--- src/rtl/west_feeder_pkg.sv ---
// Shared constants for the west-edge feeder: per-row instruction codes and
// controller state encoding.
package west_feeder_pkg;

   localparam logic [1:0] INST_IDLE  = 2'b00;
   localparam logic [1:0] INST_KLOAD = 2'b01;
   localparam logic [1:0] INST_EXEC  = 2'b10;

   typedef enum logic [1:0] {
      S_IDLE,
      S_RUN,
      S_DRAIN
   } state_t;

endpackage

--- src/rtl/west_feeder_if.sv ---
// Upstream side of the feeder: row-vector stream plus issue command handshake.
interface west_feeder_if #(
   parameter int bw     = 4,
   parameter int row    = 8,
   parameter int len_bw = 8
);
   logic [row*bw-1:0] in_data;
   logic              in_valid;
   logic              in_ready;
   logic              cmd_valid;
   logic [1:0]        cmd_op;
   logic [len_bw-1:0] cmd_len;
   logic              cmd_ready;

   modport master (
      output in_data, in_valid, cmd_valid, cmd_op, cmd_len,
      input  in_ready, cmd_ready
   );

   modport slave (
      input  in_data, in_valid, cmd_valid, cmd_op, cmd_len,
      output in_ready, cmd_ready
   );
endinterface

--- src/rtl/vec_fifo.sv ---
// Synchronous row-vector FIFO with occupancy counter; pushes at full and pops
// at empty are ignored.
module vec_fifo #(
   parameter int width = 32,
   parameter int depth = 16
) (
   input  logic             clk,
   input  logic             reset_n,
   input  logic             push,
   input  logic [width-1:0] wr_data,
   input  logic             pop,
   output logic [width-1:0] rd_data,
   output logic             full,
   output logic             empty
);
   localparam int AW = $clog2(depth);

   logic [width-1:0] mem [depth];
   logic [AW-1:0]    wr_ptr;
   logic [AW-1:0]    rd_ptr;
   logic [AW:0]      count;
   logic             do_push;
   logic             do_pop;

   assign do_push = push & ~full;
   assign do_pop  = pop & ~empty;
   assign full    = (count == (AW+1)'(depth));
   assign empty   = (count == '0);
   assign rd_data = mem[rd_ptr];

   always_ff @(posedge clk) begin
      if (do_push) mem[wr_ptr] <= wr_data;
   end

   always_ff @(posedge clk or negedge reset_n) begin
      if (!reset_n) begin
         wr_ptr <= '0;
         rd_ptr <= '0;
         count  <= '0;
      end else begin
         if (do_push) wr_ptr <= wr_ptr + AW'(1);
         if (do_pop)  rd_ptr <= rd_ptr + AW'(1);
         case ({do_push, do_pop})
            2'b10:   count <= count + (AW+1)'(1);
            2'b01:   count <= count - (AW+1)'(1);
            default: ;
         endcase
      end
   end
endmodule

--- src/rtl/west_feeder.sv ---
// West-edge driver of the systolic array: buffers row-vectors, issues them
// under command control, and skews row r by r cycles behind row 0.
module west_feeder
   import west_feeder_pkg::*;
#(
   parameter int bw         = 4,
   parameter int row        = 8,
   parameter int fifo_depth = 16,
   parameter int len_bw     = 8
) (
   input  logic              clk,
   input  logic              reset_n,
   west_feeder_if.slave      bus,
   output logic [row*bw-1:0] out_w,
   output logic [row*2-1:0]  inst_w_out,
   output logic              busy,
   output logic              done
);
   localparam int DW = (row > 1) ? $clog2(row) : 1;
   localparam logic [DW-1:0] DLAST = DW'(row - 2);

   state_t            state;
   logic [1:0]        op;
   logic [len_bw-1:0] len;
   logic [len_bw-1:0] cnt;
   logic [len_bw-1:0] cnt_nxt;
   logic [DW-1:0]     dcnt;

   logic [row*bw-1:0] fifo_rd;
   logic              fifo_full;
   logic              fifo_empty;
   logic              pop;
   logic              cmd_fire;
   logic [row*bw-1:0] issue_data;
   logic [1:0]        issue_inst;

   vec_fifo #(.width(row*bw), .depth(fifo_depth)) u_fifo (
      .clk     (clk),
      .reset_n (reset_n),
      .push    (bus.in_valid),
      .wr_data (bus.in_data),
      .pop     (pop),
      .rd_data (fifo_rd),
      .full    (fifo_full),
      .empty   (fifo_empty)
   );

   assign bus.in_ready  = ~fifo_full;
   assign bus.cmd_ready = (state == S_IDLE);
   assign busy          = (state != S_IDLE);
   assign cmd_fire      = bus.cmd_valid && bus.cmd_ready &&
                          (bus.cmd_op == INST_KLOAD || bus.cmd_op == INST_EXEC);
   assign pop           = (state == S_RUN) && !fifo_empty;
   assign cnt_nxt       = cnt + len_bw'(1);
   assign issue_data    = pop ? fifo_rd : '0;
   assign issue_inst    = pop ? op : INST_IDLE;

   always_ff @(posedge clk or negedge reset_n) begin
      if (!reset_n) begin
         state <= S_IDLE;
         op    <= INST_IDLE;
         len   <= '0;
         cnt   <= '0;
         dcnt  <= '0;
         done  <= 1'b0;
      end else begin
         done <= 1'b0;
         case (state)
            S_IDLE: begin
               if (cmd_fire) begin
                  op  <= bus.cmd_op;
                  len <= bus.cmd_len;
                  cnt <= '0;
                  if (bus.cmd_len == '0) done <= 1'b1;
                  else                   state <= S_RUN;
               end
            end
            S_RUN: begin
               if (pop) begin
                  cnt <= cnt_nxt;
                  if (cnt_nxt == len) begin
                     state <= S_DRAIN;
                     dcnt  <= '0;
                     // a single-row array has no further skew stages to wait for
                     if (row == 1) done <= 1'b1;
                  end
               end
            end
            S_DRAIN: begin
               // done is raised while the last vector sits in the final row stage;
               // the controller returns to idle one cycle later
               if (done)                state <= S_IDLE;
               else if (dcnt == DLAST)  done  <= 1'b1;
               else                     dcnt  <= dcnt + DW'(1);
            end
            default: state <= S_IDLE;
         endcase
      end
   end

   for (genvar r = 0; r < row; r++) begin : g_row
      logic [bw+1:0] chain [r+1];

      always_ff @(posedge clk or negedge reset_n) begin
         if (!reset_n) begin
            for (int unsigned i = 0; i <= r; i++) chain[i] <= '0;
         end else begin
            chain[0] <= {issue_inst, issue_data[r*bw +: bw]};
            for (int unsigned i = 1; i <= r; i++) chain[i] <= chain[i-1];
         end
      end

      assign out_w[r*bw +: bw]    = chain[r][bw-1:0];
      assign inst_w_out[r*2 +: 2] = chain[r][bw+1:bw];
   end
endmodule

--- src/flat_wrapper.sv ---
// flat-port wrapper written by rule: the top's interface ports become plain ports
module west_feeder_flat import west_feeder_pkg::*;
#(
   parameter int bw         = 4,
   parameter int row        = 8,
   parameter int fifo_depth = 16,
   parameter int len_bw     = 8
)
  (clk, reset_n, out_w, inst_w_out, busy, done, bus_in_data, bus_in_valid, bus_cmd_valid, bus_cmd_op, bus_cmd_len, bus_in_ready, bus_cmd_ready);
  west_feeder_if #(.bw(bw), .row(row), .len_bw(len_bw)) bus_i ();
  input  logic clk;
  input  logic reset_n;
  output logic [row*bw-1:0] out_w;
  output logic [row*2-1:0] inst_w_out;
  output logic busy;
  output logic done;
  input wire logic [$bits(bus_i.in_data)-1:0] bus_in_data;
  input wire logic [$bits(bus_i.in_valid)-1:0] bus_in_valid;
  input wire logic [$bits(bus_i.cmd_valid)-1:0] bus_cmd_valid;
  input wire logic [$bits(bus_i.cmd_op)-1:0] bus_cmd_op;
  input wire logic [$bits(bus_i.cmd_len)-1:0] bus_cmd_len;
  output wire logic [$bits(bus_i.in_ready)-1:0] bus_in_ready;
  output wire logic [$bits(bus_i.cmd_ready)-1:0] bus_cmd_ready;
  assign bus_i.in_data = bus_in_data;
  assign bus_i.in_valid = bus_in_valid;
  assign bus_i.cmd_valid = bus_cmd_valid;
  assign bus_i.cmd_op = bus_cmd_op;
  assign bus_i.cmd_len = bus_cmd_len;
  assign bus_in_ready = bus_i.in_ready;
  assign bus_cmd_ready = bus_i.cmd_ready;
  west_feeder #(.bw(bw), .row(row), .fifo_depth(fifo_depth), .len_bw(len_bw)) u_core (.clk(clk), .reset_n(reset_n), .bus(bus_i), .out_w(out_w), .inst_w_out(inst_w_out), .busy(busy), .done(done));
endmodule
--- config.mk ---
export PLATFORM = sky130hd
export DESIGN_NAME = west_feeder_flat
export DESIGN_NICKNAME = d
export VERILOG_FILES = /design/src/rtl/west_feeder_pkg.sv /design/src/rtl/west_feeder_if.sv /design/src/rtl/vec_fifo.sv /design/src/rtl/west_feeder.sv /design/src/flat_wrapper.sv
export SDC_FILE = /design/constraint.sdc
export NUM_CORES = 1
export LEC_CHECK = 0
export CAP_MARGIN = 20
export CORE_ASPECT_RATIO = 1.4
export CORE_UTILIZATION = 60
export DETAILED_ROUTE_END_ITERATION = 8
export PLACE_DENSITY = 0.84
export SLEW_MARGIN = 0
export SYNTH_ARGS = -nofsm -noshare
export SYNTH_HDL_FRONTEND = slang
export SYNTH_SLANG_ARGS = --single-unit
--- constraint.sdc ---
create_clock -name clk -period 4.42 [get_ports clk]
set_input_delay 0.663 -clock clk [delete_from_list [all_inputs] [get_ports clk]]
set_output_delay 0.663 -clock clk [all_outputs]
set_load 0.02 [all_outputs]
==> results.txt <==
----------------------------------------------------
[Status]
  Status ... finished clean

[Detailed routing]
  DRC marker count from the first detailed-route iteration ... 1208
  Post-DRT Antenna Nets ... 0
  Detailed-router iteration count before antenna repair ... 5
  DRT Wirelength ... 54500 um
  Remaining routing DRC violations ... 0
  Routed wirelength normalized by instance count ... 28.6 um
  Via count normalized by instance count ... 6.37
  Via count of the routed design ... 12120

[Floorplan]
  Die footprint ... 0.0444 sq mm
  FP Rows ... 90
  Boundary pin count ... 98
  Overall die height ... 249 um
  Die Width ... 178 um
  Starting Density ... 60.7%
  Std-Cell Core Area ... 0.0430 sq mm

[Worst setup path]
  FF-to-FF path depth ... 12
  Critical Path End Type ... register
  Critical Path RT ... 4900 ps
  Critical setup path kind ... register to register
  Critical path peak fanout ... 8
  Data arrival time of the critical path ... 3600 ps
  Critical path startpoint category ... register
  Startpoint of the worst-slack reg-to-reg timing path ... u_core.u_fifo.count[0]
  Minimum setup slack among reg-to-reg paths ... 1300 ps
  Endpoint of the lowest-slack register-to-register path ... u_core.u_fifo.count[4]

[STA]
  Total negative setup slack ... 0 ps
  Post-Route Skew ... 20.8 ps
  Number of max-slew violations in the final report ... 0
  Period utilisation layout ... 70.7%
  PnR worst setup slack ... 1300 ps
  Number of hold violations in the final report ... 0
  Minimum period implied by the final worst setup slack ... 3120 ps
  RSZ-0062 raised after global routing ... false
  Worst Tran Pin Value ... 1110 ps
  Worst relative slew slack ... 26.1%
  Number of endpoints failing setup at the final stage ... 0
  Highest Clock Rate ... 0.320 GHz

[Global routing]
  Overflow after GRT ... 0
  Maximum number of pins on one net before global-route repair ... 103
  Number of global-route vias before repair ... 12992
  Number of antenna violations at the first check in global routing ... 1
  First-pass GRT wire length ... 81800 um
  Total GRT Usage ... 25.7%

[Logic synthesis]
  Instance count of the mapped netlist ... 1211
  Synthesized flop and latch total ... 709
  Count of cell types in the netlist ... 47
  Cell area after synthesis ... 0.0261 sq mm
  Yosys Warn Count ... 0
  Asr flop ratio synth ... 27.8%
  Syn nets ... 1273
  Number of enable flip-flop cells after synthesis ... 512
  Synthesized area per cell ... 21.6 sq um
  Sequential fraction of the synthesis area ... 77.7%
  Most instantiated flip-flop cell in the synthesis netlist ... sky130_fd_sc_hd__edfxtp_1

[Clock tree]
  H-tree depth ... 2
  TritonCTS sink count ... 709
  Maximum number of buffers from clock root to sink ... 3
  TritonCTS clock tree ... done
  Cts bufs inserted ... 60
  Post-CTS Resized ... 0
  Clk_lat worst skew ... 610 ps
  CTS root buf ... sky130_fd_sc_hd__clkbuf_16
  Register clock-pin slew on the reported worst setup and hold paths ... 60 ps
  Number of buffers inserted to repair setup after CTS ... 0
  Number of buffers inserted for hold repair after clock tree synthesis ... 0

[Placed design]
  HPWL after detailed placement ... 28000 um
  Placed Cells ... 1787
  Count of buffers from port buffering ... 97
  Minimum setup slack after placement ... 1230 ps
  Routability-driven placement congestion ratio ... 0.788

[Final layout]
  Final cell count without fillers ... 1903
  Most used cells in the layout excluding fill and tap cells ... 512 x sky130_fd_sc_hd__edfxtp_1, 194 x sky130_fd_sc_hd__dfrtp_1, 160 x sky130_fd_sc_hd__mux4_2, 96 x sky130_fd_sc_hd__clkdlybuf4s50_1, 65 x sky130_fd_sc_hd__clkbuf_16
  Leading cell type in the layout, fill and taps excluded ... sky130_fd_sc_hd__edfxtp_1
  Fraction of final layout cells with drive strength greater than 1 ... 24.3%
  Number of fill cells in the layout ... 2462
  Synth-to-layout area growth ... 13.2%
  Final net count ... 1360

[Power]
  Total Power Consumption ... 18.8 mW
  Leak pwr ... 10.5 nW
  Maximum vdd drop ... 0.381 mV
  Power density of the placed cells ... 637 mW/mm^2

[Min path]
  Min-delay worst type ... primary input to asynchronous set/reset pin

[Flow run]
  Max-cap violation count ... 0

----------------------------------------------------
stage by stage:
step                util, %  cell area, sq um  hold WS (ps)
floorplan                 -             26100           331
global placement       64.0             27500           332
detailed placement     64.0             27500           335
CTS                    68.7             29500           132
global route           68.7             29600           152
finish                 68.7             29600          86.9
kinds of logic after synthesis:
group | count (synthesis) | synth area share, %
adder cells (fa/ha/maj) | 16 | 0.795
AO/OA/AOI/OAI | 50 | 1.28
buffers and inverters | 116 | 2.55
multiplexers | 176 | 14.5
flip-flops | 709 | 77.7
AND/OR/NAND/NOR | 121 | 2.40
XOR/XNOR | 23 | 0.771
layout make-up:
type | count | area [sq um] | area share [%]
Antenna cell | 1 | 2.50 | 0.00846
Clock buffer | 89 | 1820 | 6.14
Clock inverter | 25 | 179 | 0.605
Inverter | 13 | 48.8 | 0.165
Multi-Input combinational cell | 386 | 5270 | 17.8
Sequential cell | 709 | 20300 | 68.7
Tap cell | 552 | 691 | 2.34
Timing Repair Buffer | 128 | 1250 | 4.22
power breakdown:
group	switching (mW)	internal (mW)
Clock	2.35	2.92
Sequential	0.633	8.17
Combinational	2.42	2.35
state kept, by name, indices dropped and copies added (netlist names):
signal / flops
u_core.state: 2
u_core.cnt: 8
u_core.u_fifo.mem: 512
u_core.inst_w_out: 14
u_core.u_fifo.wr_ptr: 4
u_core.g_row.chain: 118
u_core.u_fifo.rd_ptr: 4
u_core.out_w: 28
u_core.len: 8
u_core.done: 1
u_core.op: 2
u_core.u_fifo.count: 5
u_core.dcnt: 3
critical path, cell delays in order, from the launching register on:
cell and delay, ps:
sky130_fd_sc_hd__dfrtp_1 420, sky130_fd_sc_hd__nor4_1 530, sky130_fd_sc_hd__nor2b_1 480, sky130_fd_sc_hd__nor2_1 220, sky130_fd_sc_hd__ha_1 290, sky130_fd_sc_hd__inv_1 120
sky130_fd_sc_hd__fa_1 210, sky130_fd_sc_hd__inv_1 50, sky130_fd_sc_hd__a21o_1 160, sky130_fd_sc_hd__a21oi_1 180, sky130_fd_sc_hd__xnor2_1 140, sky130_fd_sc_hd__nor2_1 60
sky130_fd_sc_hd__xor2_1 150
routing by layer:
metal / global-route usage, % / vias up / part of all wire [%]
met2: 42.9 / 697 / 52
met3: 4.62 / 154 / 7.3
met4: 11.9 / 0 / 4.3
met1: 33.0 / 6320 / 36
met5: 0 / - / 0
li1: - / 4949 / -
synth_stat cells, types with 2 or more instances:
cell                       instances  area, sq um
sky130_fd_sc_hd__nor2_1           21         78.8
sky130_fd_sc_hd__o21a_1            2         15.0
sky130_fd_sc_hd__nand2_1          30          113
sky130_fd_sc_hd__o21ai_0          13         65.1
sky130_fd_sc_hd__and3_4            2         22.5
sky130_fd_sc_hd__nor3_1           11         55.1
sky130_fd_sc_hd__ha_1             15          188
sky130_fd_sc_hd__xnor2_1          13          114
sky130_fd_sc_hd__a21o_1            3         22.5
sky130_fd_sc_hd__a21oi_1          14         70.1
sky130_fd_sc_hd__a31oi_1           2         12.5
sky130_fd_sc_hd__nand2b_1          4         25.0
sky130_fd_sc_hd__buf_1             9         33.8
sky130_fd_sc_hd__nand3_1           4         20.0
sky130_fd_sc_hd__clkbuf_1         33          124
sky130_fd_sc_hd__o221ai_1          3         26.3
sky130_fd_sc_hd__xor2_1           10         87.6
sky130_fd_sc_hd__nand4_1           2         12.5
sky130_fd_sc_hd__buf_6             4         45.0
sky130_fd_sc_hd__a22oi_1           4         30.0
sky130_fd_sc_hd__mux2i_1           2         20.0
sky130_fd_sc_hd__buf_2             5         25.0
sky130_fd_sc_hd__a221o_1           2         20.0
sky130_fd_sc_hd__edfxtp_1        512        15400
sky130_fd_sc_hd__dfrtp_1         197         4930
sky130_fd_sc_hd__or3_1             2         12.5
sky130_fd_sc_hd__mux4_2          160         3600
sky130_fd_sc_hd__buf_4            52          390
sky130_fd_sc_hd__and3_1           34          213
sky130_fd_sc_hd__inv_1            12         45.0
sky130_fd_sc_hd__mux2_2           13          146
sky130_fd_sc_hd__nor4_1            6         37.5
worst max-delay path by stage:
stage,start,slack [ps],endpoint,depth (start not counted)
after floorplan,u_core.u_fifo.count[0],530,u_core.u_fifo.mem[3][0],6
after global placement,bus_in_valid,1320,u_core.u_fifo.mem[15][3],4
after detailed placement,bus_in_valid,1230,u_core.u_fifo.mem[7][27],5
after CTS,u_core.u_fifo.count[0],1300,u_core.u_fifo.count[4],12
after global routing,u_core.u_fifo.count[0],920,u_core.u_fifo.count[4],12
final,u_core.u_fifo.count[0],1300,u_core.u_fifo.count[4],12
Note: power is estimated with default switching activity, not from simulation.
